<file path="config.mk">
export PLATFORM = sky130hd
export DESIGN_NAME = coincidence_unit
export DESIGN_NICKNAME = d
export VERILOG_FILES = /design/src/rtl/coincidence_unit.sv
export SDC_FILE = /design/constraint.sdc
export NUM_CORES = 1
export LEC_CHECK = 0
export CORE_AREA = 2 2 56 71
export CTS_BUF_LIST = sky130_fd_sc_hd__clkbuf_2 sky130_fd_sc_hd__clkbuf_4 sky130_fd_sc_hd__clkbuf_8
export CTS_CLUSTER_SIZE = 30
export DETAILED_ROUTE_END_ITERATION = 6
export DIE_AREA = 0 0 58 73
export GPL_TIMING_DRIVEN = 0
export SLEW_MARGIN = 20
export SYNTH_ARGS = -nofsm -noshare
export SYNTH_HDL_FRONTEND = slang
export SYNTH_SLANG_ARGS = --single-unit
export TNS_END_PERCENT = 20
</file>
<file path="constraint.sdc">
create_clock -name clk -period 3.47 [get_ports clk]
set_input_delay 0.347 -clock clk [delete_from_list [all_inputs] [get_ports clk]]
set_output_delay 0.347 -clock clk [all_outputs]
set_load 0.02 [all_outputs]
</file>
<file path="src/rtl/coincidence_unit.sv">
// Serial address/count coincidence detector for the SCT output stage.
// Compares sct against counter inside the digit window and opens a one-minor-cycle memory select gate on a match.
module coincidence_unit #(
  parameter int DIGITS     = 18,
  parameter int WINDOW_LO  = 2,
  parameter int WINDOW_HI  = 7,
  parameter int MAX_CYCLES = 32
) (
  input  logic clk,
  input  logic reset_neg,
  input  logic g12,
  input  logic ev_d0,
  input  logic sct,
  input  logic counter,
  output logic coinc,
  output logic coinc_gate,
  output logic coinc_miss
);

  localparam int DW = $clog2(DIGITS);
  localparam int CW = $clog2(MAX_CYCLES + 1);

  typedef enum logic [1:0] {
    IDLE   = 2'd0,
    SEARCH = 2'd1,
    FOUND  = 2'd2,
    DONE   = 2'd3
  } state_t;

  state_t        state_q;
  logic [DW-1:0] dig_q;
  logic [DW-1:0] dig;
  logic [DW-1:0] dig_d;
  logic          valid_q;
  logic          mism_q;
  logic [CW-1:0] win_cnt_q;
  logic [CW-1:0] win_inc;
  logic [DW-1:0] gate_cnt_q;
  logic          coinc_q;
  logic          gate_q;
  logic          miss_q;
  logic          diff;

  // dig is the digit of the current clock: ev_d0 forces digit 0 in its own cycle
  assign dig     = ev_d0 ? '0 : dig_q;
  assign dig_d   = (dig == DW'(DIGITS - 1)) ? '0 : dig + 1'b1;
  assign diff    = sct ^ counter;
  assign win_inc = (win_cnt_q == CW'(MAX_CYCLES)) ? win_cnt_q : win_cnt_q + 1'b1;

  always_ff @(posedge clk or negedge reset_neg) begin
    if (!reset_neg) begin
      dig_q <= '0;
    end else begin
      dig_q <= dig_d;
    end
  end

  always_ff @(posedge clk or negedge reset_neg) begin
    if (!reset_neg) begin
      state_q    <= IDLE;
      valid_q    <= 1'b0;
      mism_q     <= 1'b0;
      win_cnt_q  <= '0;
      gate_cnt_q <= '0;
      coinc_q    <= 1'b0;
      gate_q     <= 1'b0;
      miss_q     <= 1'b0;
    end else begin
      coinc_q <= 1'b0;
      if (!g12) begin
        state_q    <= IDLE;
        valid_q    <= 1'b0;
        mism_q     <= 1'b0;
        win_cnt_q  <= '0;
        gate_cnt_q <= '0;
        gate_q     <= 1'b0;
        miss_q     <= 1'b0;
      end else begin
        case (state_q)
          IDLE: begin
            valid_q   <= 1'b0;
            mism_q    <= 1'b0;
            win_cnt_q <= '0;
            gate_q    <= 1'b0;
            miss_q    <= 1'b0;
            state_q   <= SEARCH;
          end
          SEARCH: begin
            // valid is only ever set here, so a window entered past WINDOW_LO is never decided
            if (dig == DW'(WINDOW_LO)) begin
              valid_q <= 1'b1;
              mism_q  <= diff;
            end else if (dig > DW'(WINDOW_LO) && dig < DW'(WINDOW_HI)) begin
              if (diff) mism_q <= 1'b1;
            end else if (dig == DW'(WINDOW_HI) && valid_q) begin
              if (!mism_q) begin
                state_q <= FOUND;
                coinc_q <= 1'b1;
              end else begin
                valid_q   <= 1'b0;
                win_cnt_q <= win_inc;
                if (win_inc == CW'(MAX_CYCLES)) begin
                  miss_q  <= 1'b1;
                  state_q <= DONE;
                end
              end
            end
          end
          FOUND: begin
            if (!gate_q) begin
              if (ev_d0) begin
                gate_q     <= 1'b1;
                gate_cnt_q <= DW'(DIGITS - 1);
              end
            end else if (gate_cnt_q == '0) begin
              gate_q  <= 1'b0;
              state_q <= DONE;
            end else begin
              gate_cnt_q <= gate_cnt_q - 1'b1;
            end
          end
          DONE: begin
            gate_q <= 1'b0;
          end
          default: state_q <= IDLE;
        endcase
      end
    end
  end

  assign coinc      = coinc_q;
  assign coinc_gate = gate_q;
  assign coinc_miss = miss_q;

endmodule

</file>
# ---- After elaboration in Yosys (flattened, before gate mapping)
# Cells that the tools add are included.
dict set report totals {
  reg_bits 23
  in_bits 6
  out_inout_bits 3
}
dict set report classes {
  add_sub_neg 3
  magnitude_cmp 2
  n_eq_ne 27
  mux 52
  bitwise 1
  n_reduce_logical 11
}
# cell n
set op_table {}
lappend op_table {{$mux W6} 6}
lappend op_table {{$mux W5} 7}
lappend op_table {{$mux W1} 25}
lappend op_table {{$ne A3 B3 Y1 const B} 8}
lappend op_table {{$ne A4 B4 Y1 const B} 6}
lappend op_table {{$mux W2} 8}
lappend op_table {{$eq A6 B6 Y1 const B} 2}
lappend op_table {{$pmux W6 S2} 1}
lappend op_table {{$pmux W1 S2} 4}
lappend op_table {{$reduce_and A7 Y1} 1}
lappend op_table {{$add A6 B1 Y6 const B} 1}
lappend op_table {{$ne A3 B1 Y1 const B} 2}
lappend op_table {{$pmux W2 S3} 1}
lappend op_table {{$reduce_and A3 Y1} 2}
lappend op_table {{$reduce_and A6 Y1} 1}
lappend op_table {{$add A5 B1 Y5 const B} 1}
lappend op_table {{$eq A5 B2 Y1 const B} 1}
lappend op_table {{$eq A5 B3 Y1 const B} 1}
lappend op_table {{$eq A5 B5 Y1 const B} 1}
lappend op_table {{$gt A5 B2 Y1 const B} 1}
lappend op_table {{$logic_not A5 Y1} 1}
lappend op_table {{$lt A5 B3 Y1 const B} 1}
lappend op_table {{$reduce_and A5 Y1} 1}
lappend op_table {{$sub A5 B1 Y5 const B} 1}
lappend op_table {{10 further kinds} 12}

# ---- Depth between registers and ports, before layout
dict set report depth {
  word_depth 10
  ltp_mapped 9
}

# ---- Worst setup path before layout
# OpenSTA, ideal clock, no wires.
dict set report synth_path {
  path_type {input port to flip-flop}
  start {input port ev_d0}
  end {register win_cnt_q[0]}
  setup_time_ns 0.083
  t_arrival_ns 2.256
  required_ns 3.387
  setup_slack_ns 1.131
  stages 9
  n_path_buf 2
  path_cell_list {clkbuf_1 > nor2b_1 > ha_1 > nand2_1 > or3_4 > o21a_1 > buf_6 > or4_1 > o21ai_0}
}
dict set report synth_between {
  elab_chain_cells 5
  elab_cells_between_ends 11
  classes_between {order compare (2); eq/ne (5); mux (1); reduce/logical (3)}
}
# item line_no
set synth_rtl {}
lappend synth_rtl {{start, declared} 12} ;# input logic ev_d0,
lappend synth_rtl {{$mux W5 (*)} 45} ;# assign dig = ev_d0 ? '0 : dig_q;
lappend synth_rtl {{$gt A5 B2 Y1, or another cell as far along} 93} ;# end else if (dig > DW'(WINDOW_LO) && dig < DW'(WINDOW_HI)) begin
lappend synth_rtl {{$logic_and A1 B1 Y1, on equally long branches} {93, 95}}
lappend synth_rtl {{$ne A3 B3 Y1 (no line)} n/a}
lappend synth_rtl {{$reduce_and A5 Y1 (no line) (*)} n/a}
lappend synth_rtl {{end signal, assigned} 101} ;# win_cnt_q <= win_inc;
lappend synth_rtl {{end, declared} 36} ;# logic [CW-1:0] win_cnt_q;
# Every way passes the cells marked *; elsewhere a longest branch is shown, timed or not.
# A chain may end at the register's enable or synchronous reset.

# ---- Final worst setup path
# Ends and elaborated chain as after synthesis.

==> metrics <==
status finished clean; setup_tns 0 ns; cell area after synthesis roughly 1500 um^2; max_cap viols 0; vias in the first global route 1397; critical path endpoint win_cnt_q[0]; most frequent cells in the layout dfrtp_1 (23), nand2_1 (17), inv_1 (15), o21ai_0 (14), ha_1 (10); final critical-path share of the clock period 0.804; storage element area approximately 580 um^2; r2r endpoint state_q[1]; wire length of the first global-routing pass between 6000 and 7000 um; std cell rows 25; EDFF count, synth 0; Lkg Pwr between 0.7 and 0.8 nW; Top FF cell, synth dfrtp_1; Clock Power Share 0.190; sequence of cells on the critical path clkdlybuf4s50_1 -> clkbuf_1 -> nor2b_1 -> ha_1 -> nand2_1 -> or3_4 -> o21a_1 -> buf_6 -> or4_1 -> o21ai_0; endpoints failing hold 0; final max-slew violation count 0; Max clock buf depth 2; Setup-failing EPs final 0; initial antenna violation count 0; Post-Route WL 3320 um; Net Sw Power 0.350 mW; n_diodes 0; Die H between 70 and 80 um; antenna viol nets, final 0; final net count 203; RSZ-0062 raised after global routing false; most common library cell in the layout ignoring fill and taps dfrtp_1; Syn Area/Cell 8.84 um^2; Pint around 0.57 mW; crit start category input pin; routability cong. 0.868; clk_skew 0.00412 ns; Mapped Nets 190; final worst setup slack approximately 0.68 ns; WP data required 3.65 ns; Yosys reg bits 23; GRT Residual Overflow 0; I/O Pins 9; Worst-path clk slew 0.08 ns; asr flop ratio synth 1.00; sequential share of power 0.379; DR iter-0 viols 60; WL/cell 14.7 um; Clk Latency, worst-skew pair 0.26 ns; Max H-tree Level 1; Crit. Startpoint ev_d0; CTS Root Cell clkbuf_8; sequential-to-total area share from yosys stat 0.374; largest net degree at the start of global routing 24; CP endpoint kind register; Die Width a little under 60 um; Setup Fix Bufs, Post-CTS 0; maximum VDD drop between 0.3 and 0.4 mV; critical path's largest stage delay 0.45 ns; DR pass1 iterations 4; core region area 3630 um^2; pre-CTS setup slack slightly below 0.4 ns; # resized after CTS 0; area grow syn2layout 11.3%; reg-to-reg startpoint gate_cnt_q[0]; Min Hold Slack about 0.061 ns; Cell Pwr Density 538 nW/um^2; Remaining DRCs 0; crit path max fanout 10; DP HPWL ~2500 um; CTS buffer count 3; vias post-DR 1335; Post-Syn Instances 174; slowest CP cell or4_1; unique cell type count in the Yosys netlist 43; Total GRT Usage 0.184; CTS tree done; Worst Path Arrival 2.97 ns; Initial Util 0.424; die area approximately 4200 um^2; Filler cells 357; FMAX 359 MHz; Worst Setup Path Type input pin to register; hold bufs inserted after CTS 0; HP Class input pin to async pin; Reg2Reg Depth 7; # port buffers 8; layout cell share with drive strength beyond 1 0.0538; combinational share of power 0.432; Synthesis Warnings 0; sw frac 0.380; worst rel slew slack 0.465; fin crit period 2.79 ns; Vias/cell around 5.9; Slew @ Worst Pin 0.791 ns; multi-input logic area just under 900 um^2; R2R setup slack 0.95 ns; # clock sinks 23
-- critical path: cells and delay by family --
kind | cells | cell delay [ns]
buf+inv | 3 | 0.78
simple gates | 4 | 1.27
compound gates | 2 | 0.31
fa+ha+maj | 1 | 0.26
-- power by group through the flow --
stage / Sequential (mW) / Combinational (mW) / Clock (mW)
finish: 0.349 / 0.398 / 0.175
global route: 0.356 / 0.450 / 0.195
CTS: 0.348 / 0.400 / 0.185
detailed placement: 0.353 / 0.400 / 0
global placement: 0.351 / 0.384 / 0
floorplan: 0.350 / 0.300 / 0
-- worst min path at each step --
stage / start / end / cells past startpoint
CTS: dig_q[0] / dig_q[0] / 1
floorplan: reset_neg / coinc / 0
finish: reset_neg / win_cnt_q[4] / 1
detailed placement: dig_q[0] / dig_q[0] / 1
global placement: dig_q[0] / dig_q[0] / 1
global route: reset_neg / win_cnt_q[4] / 1
-- stage by stage --
stage / std cells / total power [mW] / instance area (um^2) / utilization
floorplan: 174 / 0.650 / 1540 / -
global placement: 222 / 0.735 / 1670 / 0.460
detailed placement: 222 / 0.753 / 1670 / 0.460
CTS: 226 / 0.933 / 1720 / 0.473
global route: 226 / 1.00 / 1710 / 0.472
finish: 226 / 0.921 / 1710 / 0.472
-- kinds of logic (layout without fill, tap and decap cells) --
| group | after synthesis | count (layout) | share of synthesized area |
|---|---|---|---|
| buffers and inverters | 21 | 33 | 0.0610 |
| DFF | 23 | 23 | 0.374 |
| AOI/OAI and AO/OA | 49 | 49 | 0.220 |
| adders and majority gates | 10 | 10 | 0.0814 |
| muxes | 2 | 2 | 0.0130 |
| and+or+nand+nor | 63 | 63 | 0.216 |
| xor gates and xnor gates | 6 | 6 | 0.0342 |
-- flip-flops by register name, summed over array words and instances, names as in the netlist --
register and cells:
state_q 2, win_cnt_q 6, coinc 1, gate_cnt_q 5
coinc_miss 1, valid_q 1, coinc_gate 1, dig_q 5
mism_q 1
-- routing by layer --
layer | vias to the layer above | wire (um) | global-route usage
met4 | 0 | 72 | 0.0749
met2 | 16 | 1760 | 0.338
li1 | 657 | - | -
met5 | - | 0 | 0
met3 | 7 | 75 | 0.0213
met1 | 655 | 1410 | 0.212
-- cells in the mapped netlist (4+ instances only) --
| library cell | number | area [um^2] |
|---|---|---|
| nand2_1 | 17 | 63.8 |
| inv_1 | 15 | 56.3 |
| ha_1 | 10 | 125 |
| a21oi_1 | 7 | 35.0 |
| nor3_1 | 7 | 35.0 |
| o21ai_0 | 14 | 70.1 |
| xor2_1 | 6 | 52.6 |
| nor2_1 | 8 | 30.0 |
| nand3_1 | 8 | 40.0 |
| dfrtp_1 | 23 | 576 |
| nor2b_1 | 5 | 31.3 |
| clkbuf_1 | 4 | 15.0 |
-- cell type report --
| cell class | count | area share |
|---|---|---|
| Sequential cell | 23 | 0.336 |
| Timing Repair Buffer | 8 | 0.0439 |
| Clock buffer | 4 | 0.0285 |
| Tap cell | 40 | 0.0292 |
| Buffer | 6 | 0.0219 |
| Multi-Input combinational cell | 130 | 0.507 |
| Inverter | 15 | 0.0329 |
Power figures use the tool's default switching activity.
